**config.mk**
```make
export PLATFORM = sky130hd
export DESIGN_NAME = led_status_sched
export DESIGN_NICKNAME = d
export VERILOG_FILES = /design/src/rtl/led_pkg.sv /design/src/rtl/led_status_sched_rr_arb4.sv /design/src/rtl/led_status_sched.sv
export SDC_FILE = /design/constraint.sdc
export NUM_CORES = 1
export LEC_CHECK = 0
export ABC_CLOCK_PERIOD_IN_PS = 5700
export CAP_MARGIN = 20
export CORE_ASPECT_RATIO = 0.5
export CORE_MARGIN = 2
export CORE_UTILIZATION = 60
export CTS_CLUSTER_DIAMETER = 60
export CTS_CLUSTER_SIZE = 28
export DETAILED_ROUTE_END_ITERATION = 8
export PLACE_DENSITY_LB_ADDON = 0.1
export SLEW_MARGIN = 25
export SYNTH_ARGS = -nofsm -noshare
export SYNTH_HDL_FRONTEND = slang
export SYNTH_SLANG_ARGS = --single-unit
```
**constraint.sdc**
```tcl
create_clock -name clk -period 5.7 [get_ports clk]
set_input_delay 0.855 -clock clk [delete_from_list [all_inputs] [get_ports clk]]
set_output_delay 0.855 -clock clk [all_outputs]
set_load 0.01 [all_outputs]
```
**src/rtl/led_pkg.sv**
```systemverilog
// Shared types and helpers for the front-panel LED status scheduler.
// Holds the FSM state type, LED index/level constants and small helpers.
package led_pkg;

    typedef enum logic [1:0] {
        IDLE = 2'd0,
        SHOW = 2'd1,
        GAP  = 2'd2
    } state_t;

    localparam int GREEN  = 0;
    localparam int YELLOW = 1;
    localparam int ORANGE = 2;
    localparam int RED    = 3;

    localparam logic LED_ON  = 1'b0;
    localparam logic LED_OFF = 1'b1;

    // One-hot to index; a zero vector maps to index 0.
    function automatic logic [1:0] onehot2idx(input logic [3:0] oh);
        return {oh[3] | oh[2], oh[3] | oh[1]};
    endfunction

    function automatic logic [2:0] popcount4(input logic [3:0] v);
        return 3'(v[0]) + 3'(v[1]) + 3'(v[2]) + 3'(v[3]);
    endfunction

endpackage

```
**src/rtl/led_status_sched_rr_arb4.sv**
```systemverilog
// Four-way round-robin arbiter: search starts one past the pointer.
// Ports: i_pending[3:0], i_ptr[1:0] in; o_grant[3:0] one-hot, o_valid out.
import led_pkg::*;

module rr_arb4 (
    input  logic [3:0] i_pending,
    input  logic [1:0] i_ptr,
    output logic [3:0] o_grant,
    output logic       o_valid
);

    logic [1:0] w_idx;
    logic       w_found;

    always_comb begin
        o_grant = '0;
        w_found = 1'b0;
        w_idx   = '0;
        for (int k = 1; k <= 4; k++) begin
            w_idx = i_ptr + 2'(k);
            if (!w_found && i_pending[w_idx]) begin
                o_grant[w_idx] = 1'b1;
                w_found        = 1'b1;
            end
        end
    end

    assign o_valid = |i_pending;

endmodule

```
**src/rtl/led_status_sched.sv**
```systemverilog
// Shares four panel LEDs between four event strobes, round-robin,
// with a stretched SHOW, a dark GAP and a green heartbeat when idle.
// Ports: clk, reset (async high), enable, lamp_test, req[3:0] in;
//        green/yellow/orange/red (active-low), busy, grant[3:0],
//        miss_cnt[7:0] out. All outputs are registered.
import led_pkg::*;

module led_status_sched #(
    parameter int unsigned STRETCH_BITS = 24,
    parameter int unsigned GAP_BITS     = 22,
    parameter int unsigned HB_BITS      = 27
) (
    input  logic       clk,
    input  logic       reset,
    input  logic       enable,
    input  logic       lamp_test,
    input  logic [3:0] req,
    output logic       green,
    output logic       yellow,
    output logic       orange,
    output logic       red,
    output logic       busy,
    output logic [3:0] grant,
    output logic [7:0] miss_cnt
);

    localparam int unsigned TW =
        (STRETCH_BITS > GAP_BITS) ? STRETCH_BITS : GAP_BITS;
    localparam logic [TW-1:0] SHOW_LAST =
        TW'((64'd1 << STRETCH_BITS) - 64'd1);
    localparam logic [TW-1:0] GAP_LAST =
        TW'((64'd1 << GAP_BITS) - 64'd1);

    state_t             r_state;
    logic [TW-1:0]      r_timer;
    logic [HB_BITS-1:0] r_hb;
    logic [3:0]         r_pending;
    logic [1:0]         r_rr_ptr;
    logic [3:0]         r_grant;
    logic [7:0]         r_miss;
    logic [3:0]         r_led;
    logic               r_busy;

    state_t             w_state_nxt;
    logic [TW-1:0]      w_timer_nxt;
    logic [HB_BITS-1:0] w_hb_nxt;
    logic [3:0]         w_pend_nxt;
    logic [1:0]         w_ptr_nxt;
    logic [3:0]         w_grant_nxt;
    logic [3:0]         w_clr;
    logic [3:0]         w_set;
    logic [3:0]         w_miss_hits;
    logic [8:0]         w_miss_sum;
    logic [7:0]         w_miss_nxt;
    logic [3:0]         w_led_nxt;
    logic [3:0]         w_arb_grant;
    logic               w_arb_valid;

    rr_arb4 u_arb (
        .i_pending (r_pending),
        .i_ptr     (r_rr_ptr),
        .o_grant   (w_arb_grant),
        .o_valid   (w_arb_valid)
    );

    always_comb begin
        w_state_nxt = r_state;
        w_timer_nxt = r_timer;
        w_grant_nxt = r_grant;
        w_ptr_nxt   = r_rr_ptr;
        w_clr       = '0;
        if (!enable) begin
            w_state_nxt = IDLE;
            w_timer_nxt = '0;
            w_grant_nxt = '0;
        end else begin
            unique case (r_state)
                IDLE: begin
                    if (w_arb_valid) begin
                        w_state_nxt = SHOW;
                        w_timer_nxt = '0;
                        w_grant_nxt = w_arb_grant;
                        w_ptr_nxt   = onehot2idx(w_arb_grant);
                        w_clr       = w_arb_grant;
                    end
                end
                SHOW: begin
                    if (r_timer == SHOW_LAST) begin
                        w_state_nxt = GAP;
                        w_timer_nxt = '0;
                        w_grant_nxt = '0;
                    end else begin
                        w_timer_nxt = r_timer + 1'b1;
                    end
                end
                GAP: begin
                    if (r_timer == GAP_LAST) begin
                        w_state_nxt = IDLE;
                        w_timer_nxt = '0;
                    end else begin
                        w_timer_nxt = r_timer + 1'b1;
                    end
                end
                default: begin
                    w_state_nxt = IDLE;
                    w_timer_nxt = '0;
                    w_grant_nxt = '0;
                end
            endcase
        end
    end

    // Set beats clear; a repeat strobe is lost only if the bit stays set.
    always_comb begin
        w_set       = req & {4{enable}};
        w_miss_hits = w_set & r_pending & ~w_clr;
        w_pend_nxt  = enable ? ((r_pending & ~w_clr) | w_set) : 4'd0;
        w_miss_sum  = {1'b0, r_miss} + {6'd0, popcount4(w_miss_hits)};
        w_miss_nxt  = w_miss_sum[8] ? 8'hFF : w_miss_sum[7:0];
    end

    assign w_hb_nxt = (enable && r_state == IDLE) ? r_hb + 1'b1 : r_hb;

    // LED levels are derived from the post-edge state so the pins
    // change on the same edge as the state they reflect.
    always_comb begin
        w_led_nxt = {4{LED_OFF}};
        unique case (w_state_nxt)
            IDLE: begin
                if (lamp_test) begin
                    w_led_nxt = {4{LED_ON}};
                end else if (enable) begin
                    w_led_nxt[GREEN] = ~w_hb_nxt[HB_BITS-1];
                end
            end
            SHOW:    w_led_nxt = ~w_grant_nxt;
            default: w_led_nxt = {4{LED_OFF}};
        endcase
    end

    always_ff @(posedge clk or posedge reset) begin
        if (reset) begin
            r_state   <= IDLE;
            r_timer   <= '0;
            r_hb      <= '0;
            r_pending <= '0;
            r_rr_ptr  <= 2'd3;
            r_grant   <= '0;
            r_miss    <= '0;
            r_led     <= {4{LED_OFF}};
            r_busy    <= 1'b0;
        end else begin
            r_state   <= w_state_nxt;
            r_timer   <= w_timer_nxt;
            r_hb      <= w_hb_nxt;
            r_pending <= w_pend_nxt;
            r_rr_ptr  <= w_ptr_nxt;
            r_grant   <= w_grant_nxt;
            r_miss    <= w_miss_nxt;
            r_led     <= w_led_nxt;
            r_busy    <= (w_state_nxt != IDLE);
        end
    end

    assign green    = r_led[GREEN];
    assign yellow   = r_led[YELLOW];
    assign orange   = r_led[ORANGE];
    assign red      = r_led[RED];
    assign busy     = r_busy;
    assign grant    = r_grant;
    assign miss_cnt = r_miss;

endmodule

```
# Word level (Yosys, flattened, before mapping)
# Cells that the tools add are included.
op_classes:
  addsub: 9
  n_mux: 47
  shifts: 0
  bitwise: 13
  n_div: 0
  magnitude_cmp: 8
  multipliers: 0
  eq_ne: 6
  n_reduce_logical: 16
ops:
  columns: ["cell", "n"]
  rows:
  - ["$mux W24", 4]
  - ["$pmux W24 S3", 1]
  - ["$mux W4", 11]
  - ["$add A27 B1 Y27 const B", 1]
  - ["$mux W27", 1]
  - ["$add A24 B1 Y24 const B", 1]
  - ["$eq A24 B22 Y1 const B", 1]
  - ["$eq A24 B24 Y1 const B", 1]
  - ["$and A4 B4 Y4", 4]
  - ["$or A4 B4 Y4", 4]
  - ["$mux W1", 13]
  - ["$lt A2 B3 Y1 const B", 4]
  - ["$pmux W4 S3", 1]
  - ["$add A8 B3 Y9", 1]
  - ["$bmux W1 S2", 4]
  - ["$demux W1 S2", 4]
  - ["$ge A2 B1 Y1 const B", 4]
  - ["$logic_and A1 B1 Y1", 8]
  - ["$mux W2", 4]
  - ["$mux W8", 1]
  - ["$not A4 Y4", 2]
  - ["$pmux W4 S2", 1]
  - ["$pmux W2 S3", 1]
  - ["$add A2 B2 Y2 const B", 2]
  - ["other kinds (15)", 20]
totals:
  wordCells: 109
  romBits: 0
  inputBits: 8
  reg_bits: 76
  mem_bits_rw: 0
  mem_count: 0
  latchBits: 0

# Depth between registers and ports, before layout
# Gate-level depths: netlist of run 1.
depth:
  ltp_word: 23
  depth_mapped: 17

# By module
# From an unflattened synthesis of run 1, not the netlist that was laid out.
unflattened:
  cells_unflattened: 392
  hier_area_um2: 4140.2
modules_own_cells:
  columns: ["mod", "instances", "cells_each", "area_each_um2"]
  rows:
  - ["led_status_sched", 1, 353, 3774.9]
  - ["rr_arb4", 1, 39, 365.4]

# Worst setup path after synthesis of run 1
# OpenSTA, ideal clock, no wires.
synth_timing:
  path_type: "reg-to-reg"
  start: "reg r_rr_ptr[0]"
  end: "reg r_miss[6], in the netlist miss_cnt[6]"
  stages_incl_launch_ff: 17
  n_path_buf: 1
  period_less_slack_ps: 4278
  setup_time_ps: 124
  setup_slack_ps: 1422
  arrival_time_ps: 4153
  cell_sequence: "dfstp_2 buf_2 inv_1 ha_1 mux4_2 and3_1 a31o_2 nor3b_1 nand3_1 fa_1 fa_1 inv_1 fa_1 and3_1 nand3_1 nor3_1 a21oi_1"
synth_via:
  elab_chain_len: 23
  elab_cells_between_ends: 57
synth_lines:
  columns: ["element", "line", "rtl"]
  rows:
  - ["start: declaration", "led_status_sched.sv:38", "logic [1:0] r_rr_ptr;"]
  - ["start signal: assignment", "led_status_sched.sv:157", "r_rr_ptr <= w_ptr_nxt;"]
  - ["parallel branches: the longest is 12 deep, another holds $lt A2 B3 Y1", null, null]
  - ["$mux W4 (*)", "led_status_sched_rr_arb4.sv:21", "if (!w_found && i_pending[w_idx]) begin"]
  - ["$mux W4 (*)", "led_status_sched.sv:79", "if (w_arb_valid) begin"]
  - ["$mux W4 (*)", "led_status_sched.sv:77", "unique case (r_state)"]
  - ["$mux W4 (*)", "led_status_sched.sv:72", "if (!enable) begin"]
  - ["$not A4 Y4 (*)", "led_status_sched.sv:116", "w_miss_hits = w_set & r_pending & ~w_clr;"]
  - ["$and A4 B4 Y4 (*)", "led_status_sched.sv:116", null]
  - ["$add A1 B1 Y2", "led_pkg.sv:25", "return 3'(v[0]) + 3'(v[1]) + 3'(v[2]) + 3'(v[3]);"]
  - ["$add A2 B1 Y3", "led_pkg.sv:25", null]
  - ["$add A3 B1 Y3 (*)", "led_pkg.sv:25", null]
  - ["$add A8 B3 Y9 (*)", "led_status_sched.sv:118", "w_miss_sum = {1'b0, r_miss} + {6'd0, popcount4(w_miss_hits)};"]
  - ["$mux W8 (*)", "led_status_sched.sv:119", "w_miss_nxt = w_miss_sum[8] ? 8'hFF : w_miss_sum[7:0];"]
  - ["net w_miss_nxt[6]", "led_status_sched.sv:54", "logic [7:0] w_miss_nxt;"]
  - ["end signal: assignment", "led_status_sched.sv:159", "r_miss <= w_miss_nxt;"]
  - ["end: declaration", "led_status_sched.sv:40", "logic [7:0] r_miss;"]
# Mark *: on every way through the listed nets, which the timed path passes. The select of a mux whose other input is x is not followed.
# A chain may end at the register's enable or synchronous reset.

# Worst setup path after layout of run 1
# Ends and elaborated chain as after synthesis.

==> impl_metrics.json, run 1 <==
{
  "min_path_type": "reg2reg",
  "grt_max_degree": 77,
  "cp.required_ns": 5.92,
  "cp-start-kind": "register",
  "ys_async_sr_fraction_pct": 100,
  "syn_area_um2": 4190,
  "final_cells": 543,
  "power_frac_comb_pct": 28.9,
  "rows": 21,
  "drt-pass1-iter-count": 5,
  "drt-total-wl_mm": 8.92,
  "synth-seq-area-share_pct": 45.6,
  "use_met2_pct": 39.5,
  "yosysUniqueCellTypes": 61,
  "vias_per_cell": 6.17,
  "drv_slew": 0,
  "critPathLaunch": "r_rr_ptr[0]",
  "power_density_nw_per_um2": 384,
  "dp_hpwl_mm": 6.17,
  "worst_pin_slew_ns": 0.847,
  "finalCritPeriodShare_pct": 80.2,
  "cts_made_buffers": 9,
  "fin_nets": 472,
  "drive_gt1_share_pct": 10.2,
  "status": "finished, final reports clean",
  "grt_pass1_wl_mm": 14.9,
  "hold_path_startpoint": "r_hb[16]",
  "swShare_pct": 31.4,
  "diodes": 0,
  "dp.cells": 526,
  "root_buffer": "clkbuf_16",
  "cts_resized": 0,
  "synth_compound_area_share_pct": 16.0,
  "seqPwrFrac_pct": 38.6,
  "grt_pass1_vias": 3156,
  "antenna_found_initial": 0,
  "drt_iter0_markers": 252,
  "port_buffers": 24,
  "dieHeight_um": 63.1,
  "finalSetupViolCount": 0,
  "synth-simple-area-share_pct": 20.8,
  "synth_mux_area_share_pct": 2.39,
  "ys.flop_type": "dfrtp_1",
  "io_pins": 25,
  "hold_ws_ns": 0.475,
  "num_vias": 3349,
  "grtUsageMet3_pct": 7.34,
  "critPathArrivalTime_ns": 4.79,
  "clockPowerShare_pct": 32.5,
  "final_antenna_net_count": 0,
  "fin_crit_ns": 4.57,
  "switchingPower_uw": 587,
  "start_util_pct": 62.3,
  "clock_sink_count": 76,
  "synth_edf_count": 0,
  "cts_tree": "built",
  "grt-ovfl-total": 0,
  "leakage_nw": 2.10,
  "fmax_mhz": 219,
  "p_int_mw": 1.28,
  "synth_xor_area_share_pct": 6.48,
  "pre_cts_ws_ns": 1.17,
  "ctsHoldBuffers": 0,
  "setup_tns_ns": 0,
  "worst_slack_ns": 1.13,
  "grtUsageMet1_pct": 33.8,
  "ys_ff_latch": 76,
  "peakVddDrop_uv": 312,
  "cap_violations": 0,
  "cp-end-kind": "register",
  "grt_usage_pct": 24.9,
  "yosysWarnings": 0,
  "max_slew_margin_pct": 43.0,
  "synthAdderAreaFrac_pct": 5.91,
  "fin_skew_ns": 0.00752,
  "path_class": "reg2reg",
  "gp_congestion": 0.928,
  "reg2reg_from": "r_rr_ptr[0]",
  "hold_viol": 0,
  "design.die.area_um2": 7710,
  "ctsHtreeMaxLevel": 3,
  "power.total_mw": 1.87,
  "avgSynthCellArea_um2": 10.1,
  "path_clk_slew_ns": 0.06,
  "rsz0062_at_grt": "false",
  "core_area_um2": 6730,
  "clk_latency_ns": 0.34,
  "syn-instance-count": 416,
  "synth_fp_nets": 442,
  "syn_to_final_growth_pct": 16.0,
  "synth_top_family_by_area": "simple AND/OR/NAND/NOR gates",
  "busiest_layer": "met2",
  "postCtsSetupBuffers": 0,
  "drc": 0,
  "dieWidth_um": 122,
  "wl_per_cell_um": 16.4,
  "ctsLongestPathBuffers": 2,
  "cp_max_fo": 11
}
[routing by layer]
metal / vias to the layer above / part of all wire [%]
li1: 1579 / -
met1: 1668 / 46
met2: 90 / 47
met3: 12 / 6.3
met4: 0 / 0.73
met5: - / 0
[placed cells by master (no fill, tap or decap), types with 6 or more instances in the layout]
master            n
o21ai_0          20
nand4_1          12
xor2_1            8
and4_1            6
a21oi_1          14
clkdlybuf4s50_1  24
clkbuf_16         9
inv_1            20
dfrtp_1          70
nand2_1          39
a31oi_1          12
and3_1           10
nand3_1          23
dfstp_2           6
nor2_1           22
xnor2_1          23
and2_1           13
ha_1             15
nor4_1            6
a21o_1            8
nor3_1            6
[flip-flops by register name (all words and copies together) (netlist names)]
name	flops
busy	1
grant	4
miss_cnt	8
r_hb	27
r_led	4
r_pending	4
r_rr_ptr	2
r_state	2
r_timer	24
[worst max-delay path, cell delays in order (launching register included)]
cell	delay, ns
dfstp_2	0.67
inv_1	0.16
ha_1	0.35
mux4_2	0.55
and3_1	0.21
a31o_2	0.22
nor3b_1	0.27
nand3_1	0.15
fa_1	0.53
fa_1	0.46
inv_1	0.09
fa_1	0.22
and3_1	0.25
nand3_1	0.11
nor3_1	0.14
a21oi_1	0.06
[synthesized netlist by cell type (4+ instances only)]
cell | number | area (µm²)
nand3_1 | 23 | 115
xnor2_1 | 23 | 201
dfstp_2 | 6 | 158
xor2_1 | 8 | 70.1
o21a_1 | 5 | 37.5
a22oi_1 | 5 | 37.5
nor2_1 | 22 | 82.6
ha_1 | 15 | 188
and2_1 | 13 | 81.3
a21o_1 | 8 | 60.1
nand4_1 | 12 | 75.1
and3_1 | 10 | 62.6
a31oi_1 | 12 | 75.1
or3_1 | 5 | 31.3
clkbuf_1 | 4 | 15.0
and4_1 | 6 | 52.6
a21oi_1 | 14 | 70.1
inv_1 | 21 | 78.8
dfrtp_1 | 70 | 1750
o21ai_0 | 20 | 100
nor4_1 | 6 | 37.5
nand2_1 | 39 | 146
nor3_1 | 6 | 30.0
[power by group through the flow]
stage | registers, mW | clock network [mW] | logic, mW
2_1_floorplan | 0.720 | 0 | 0.350
3_3_place_gp | 0.721 | 0 | 0.520
3_5_place_dp | 0.729 | 0 | 0.530
4_1_cts | 0.721 | 0.613 | 0.535
5_1_grt | 0.731 | 0.642 | 0.592
6_report | 0.721 | 0.607 | 0.539
[worst paths after layout]
check	slack (ns)	cells past startpoint	to
max	1.13	15	miss_cnt[6]
min	0.47	1	r_hb[16]
min reg2reg	0.47	1	r_hb[16]
max reg2reg	1.13	15	miss_cnt[6]
max in group asynchronous	4.21	4	r_hb[1]
min in group asynchronous	0.91	3	r_pending[3]
[kinds of logic after synthesis]
| group | after synthesis |
|---|---|
| AND/OR/NAND/NOR | 162 |
| AO/OA/AOI/OAI | 94 |
| flip-flops | 76 |
| XOR/XNOR | 31 |
| buffers and inverters | 29 |
| adder cells (fa/ha/maj) | 18 |
| multiplexers | 6 |
[area by class of cell]
class	count	area [µm²]
Fill cell	504	1870
Clock inverter	6	88.8
Sequential cell	76	1910
Inverter	21	78.8
Clock buffer	10	229
Timing Repair Buffer	27	275
Tap cell	92	115
Multi-Input combinational cell	311	2160
[stage by stage]
stage / instance area (µm²) / utilization [%]
3_3_place_gp: 4520 / 67.2
5_1_grt: 4860 / 72.3
2_1_floorplan: 4190 / -
3_5_place_dp: 4520 / 67.2
6_report: 4860 / 72.3
4_1_cts: 4840 / 72.0
(Power assumes the default switching activity.)
==> inputs of run 2 (changes only) <==
--- a/config.mk
+++ b/config.mk
@@ -5,7 +5,7 @@
 export SDC_FILE = /design/constraint.sdc
 export NUM_CORES = 1
 export LEC_CHECK = 0
-export ABC_CLOCK_PERIOD_IN_PS = 5700
+export ABC_CLOCK_PERIOD_IN_PS = 4500
 export CAP_MARGIN = 20
 export CORE_ASPECT_RATIO = 0.5
 export CORE_MARGIN = 2
==> constraint.sdc (replaced) <==
create_clock -name clk -period 4.5 [get_ports clk]
set_input_delay 0.675 -clock clk [delete_from_list [all_inputs] [get_ports clk]]
set_output_delay 0.675 -clock clk [all_outputs]
set_load 0.01 [all_outputs]
==> impl_metrics.json, run 2 (synthesis results as in run 1) <==
{
  "drive_gt1_share_pct": 12.3,
  "layout_common_cells": "dfrtp_1 (70), nand2_1 (39), clkdlybuf4s50_1 (24), xnor2_1 (23), nand3_1 (23)",
  "grt_max_degree": 40,
  "finalCritPeriodShare_pct": 93.9,
  "path_clk_slew_ns": 0.06,
  "final_antenna_net_count": 0,
  "rr_worst_depth": 15,
  "design.die.area_um2": 7710,
  "ctsHoldBuffers": 0,
  "diodes": 0,
  "min_path_type": "reg2reg",
  "r2r_setup_slack_ns": 0.27,
  "io_pins": 25,
  "dp.cells": 530,
  "fin_crit_ns": 4.23,
  "largest_register_ffs": 27,
  "fmax_mhz": 237,
  "fillCellCount": 513,
  "hold_viol": 0,
  "dpl_cell_area_um2": 4550,
  "setup_tns_ns": 0,
  "grt_pass1_wl_mm": 16.2,
  "dieHeight_um": 63.1,
  "clock_sink_count": 76,
  "peakVddDrop_uv": 364,
  "worst_slack_ns": 0.273,
  "syn_to_final_growth_pct": 16.1,
  "cp_max_fo": 7,
  "critPathLaunch": "r_rr_ptr[1]",
  "start_util_pct": 62.3,
  "wl_per_cell_um": 17.3,
  "fin_nets": 477,
  "reg2reg_from": "r_rr_ptr[1]",
  "cp.required_ns": 4.72,
  "drc": 0,
  "vias_per_cell": 6.20,
  "core_area_um2": 6730,
  "antenna_found_initial": 0,
  "rsz0062_at_grt": "false",
  "gp_congestion": 0.873,
  "finalSetupViolCount": 0,
  "cp-start-kind": "register",
  "regMostFlops": "r_hb",
  "reg2reg_to": "miss_cnt[6]",
  "critPathArrivalTime_ns": 4.45,
  "crit_end": "miss_cnt[6]",
  "path_class": "reg2reg",
  "grt_usage_pct": 27.1,
  "drt-total-wl_mm": 9.50,
  "regArea_um2": 1910,
  "pre_cts_ws_ns": 0.0970,
  "worst_pin_slew_ns": 0.766,
  "drv_slew": 0,
  "leakage_nw": 2.10,
  "grt_pass1_vias": 3402,
  "fin_skew_ns": 0.00952,
  "dp_hpwl_mm": 6.63,
  "grt-ovfl-total": 0,
  "finalInstanceArea_um2": 4870,
  "num_vias": 3398,
  "clk_latency_ns": 0.34,
  "max_slew_margin_pct": 48.9,
  "power_density_nw_per_um2": 474,
  "drt-pass1-iter-count": 5,
  "dieWidth_um": 122,
  "cap_violations": 0,
  "root_buffer": "clkbuf_16",
  "status": "finished, final reports clean",
  "cts_made_buffers": 9,
  "port_buffers": 24,
  "ctsHtreeMaxLevel": 3,
  "layout_commonest_cell": "dfrtp_1",
  "multi_input_area_um2": 2190,
  "drt_iter0_markers": 246,
  "final_cells": 548,
  "cp-end-kind": "register",
  "rows": 21,
  "power.total_mw": 2.30,
  "cts_tree": "built",
  "ctsLongestPathBuffers": 2
}
run 2: cell type report:
class,instances,share of cell area [%]
inverter,21,1.62
clock inverter,6,0.849
timing repair buffer,32,6.17
multi-input combinational,311,45.1
clock buffer,10,4.71
sequential,76,39.2
tap,92,2.37
run 2: what timing repair did:
item | CTS | global route
endpoints found under the setup margin | 0 | 8
gates resized for setup | 0 | 5
setup buffers | 0 | 2
hold endpoints to repair | 0 | 0
run 2: metrics by stage:
stage               hold slack, ns  util, %
finish                       0.467     72.3
floorplan                    0.438        -
global route                 0.483     72.3
global placement             0.457     67.7
detailed placement           0.459     67.7
CTS                          0.471     71.7
run 2: per-layer routing:
layer | GRT usage [%] | up-vias | part of all wire [%] | wire (µm)
li1 | - | 1573 | - | -
met1 | 36.9 | 1670 | 44 | 4190
met2 | 42.0 | 143 | 47 | 4420
met3 | 9.42 | 12 | 8.2 | 781
met4 | 6.47 | 0 | 1.2 | 110
met5 | 0 | - | 0 | 0
run 2: power breakdown:
group / switching, mW / internal (mW)
registers: 0.108 / 0.792
logic: 0.372 / 0.374
clock network: 0.286 / 0.372
total: 0.766 / 1.54
run 2: critical path: stages, from the launching register on:
cell	delay [ns]
dfstp_2	0.59
inv_1	0.12
ha_4	0.29
mux4_2	0.55
and3_1	0.21
a31o_2	0.24
nor3b_2	0.21
nand3_1	0.14
fa_1	0.50
fa_1	0.45
inv_1	0.08
fa_2	0.22
and3_4	0.21
nand3_1	0.09
nor3_1	0.14
a21oi_1	0.06
run 2: worst min path at each step:
stage / end / startpoint / cells after the start / slack, ns
finish: r_hb[14] / r_hb[14] / 1 / 0.47
global route: r_hb[3] / r_hb[3] / 1 / 0.48
CTS: r_hb[14] / r_hb[14] / 1 / 0.47
detailed placement: r_hb[14] / r_hb[14] / 1 / 0.46
global placement: r_hb[14] / r_hb[14] / 1 / 0.46
floorplan: r_hb[16] / r_hb[16] / 1 / 0.44
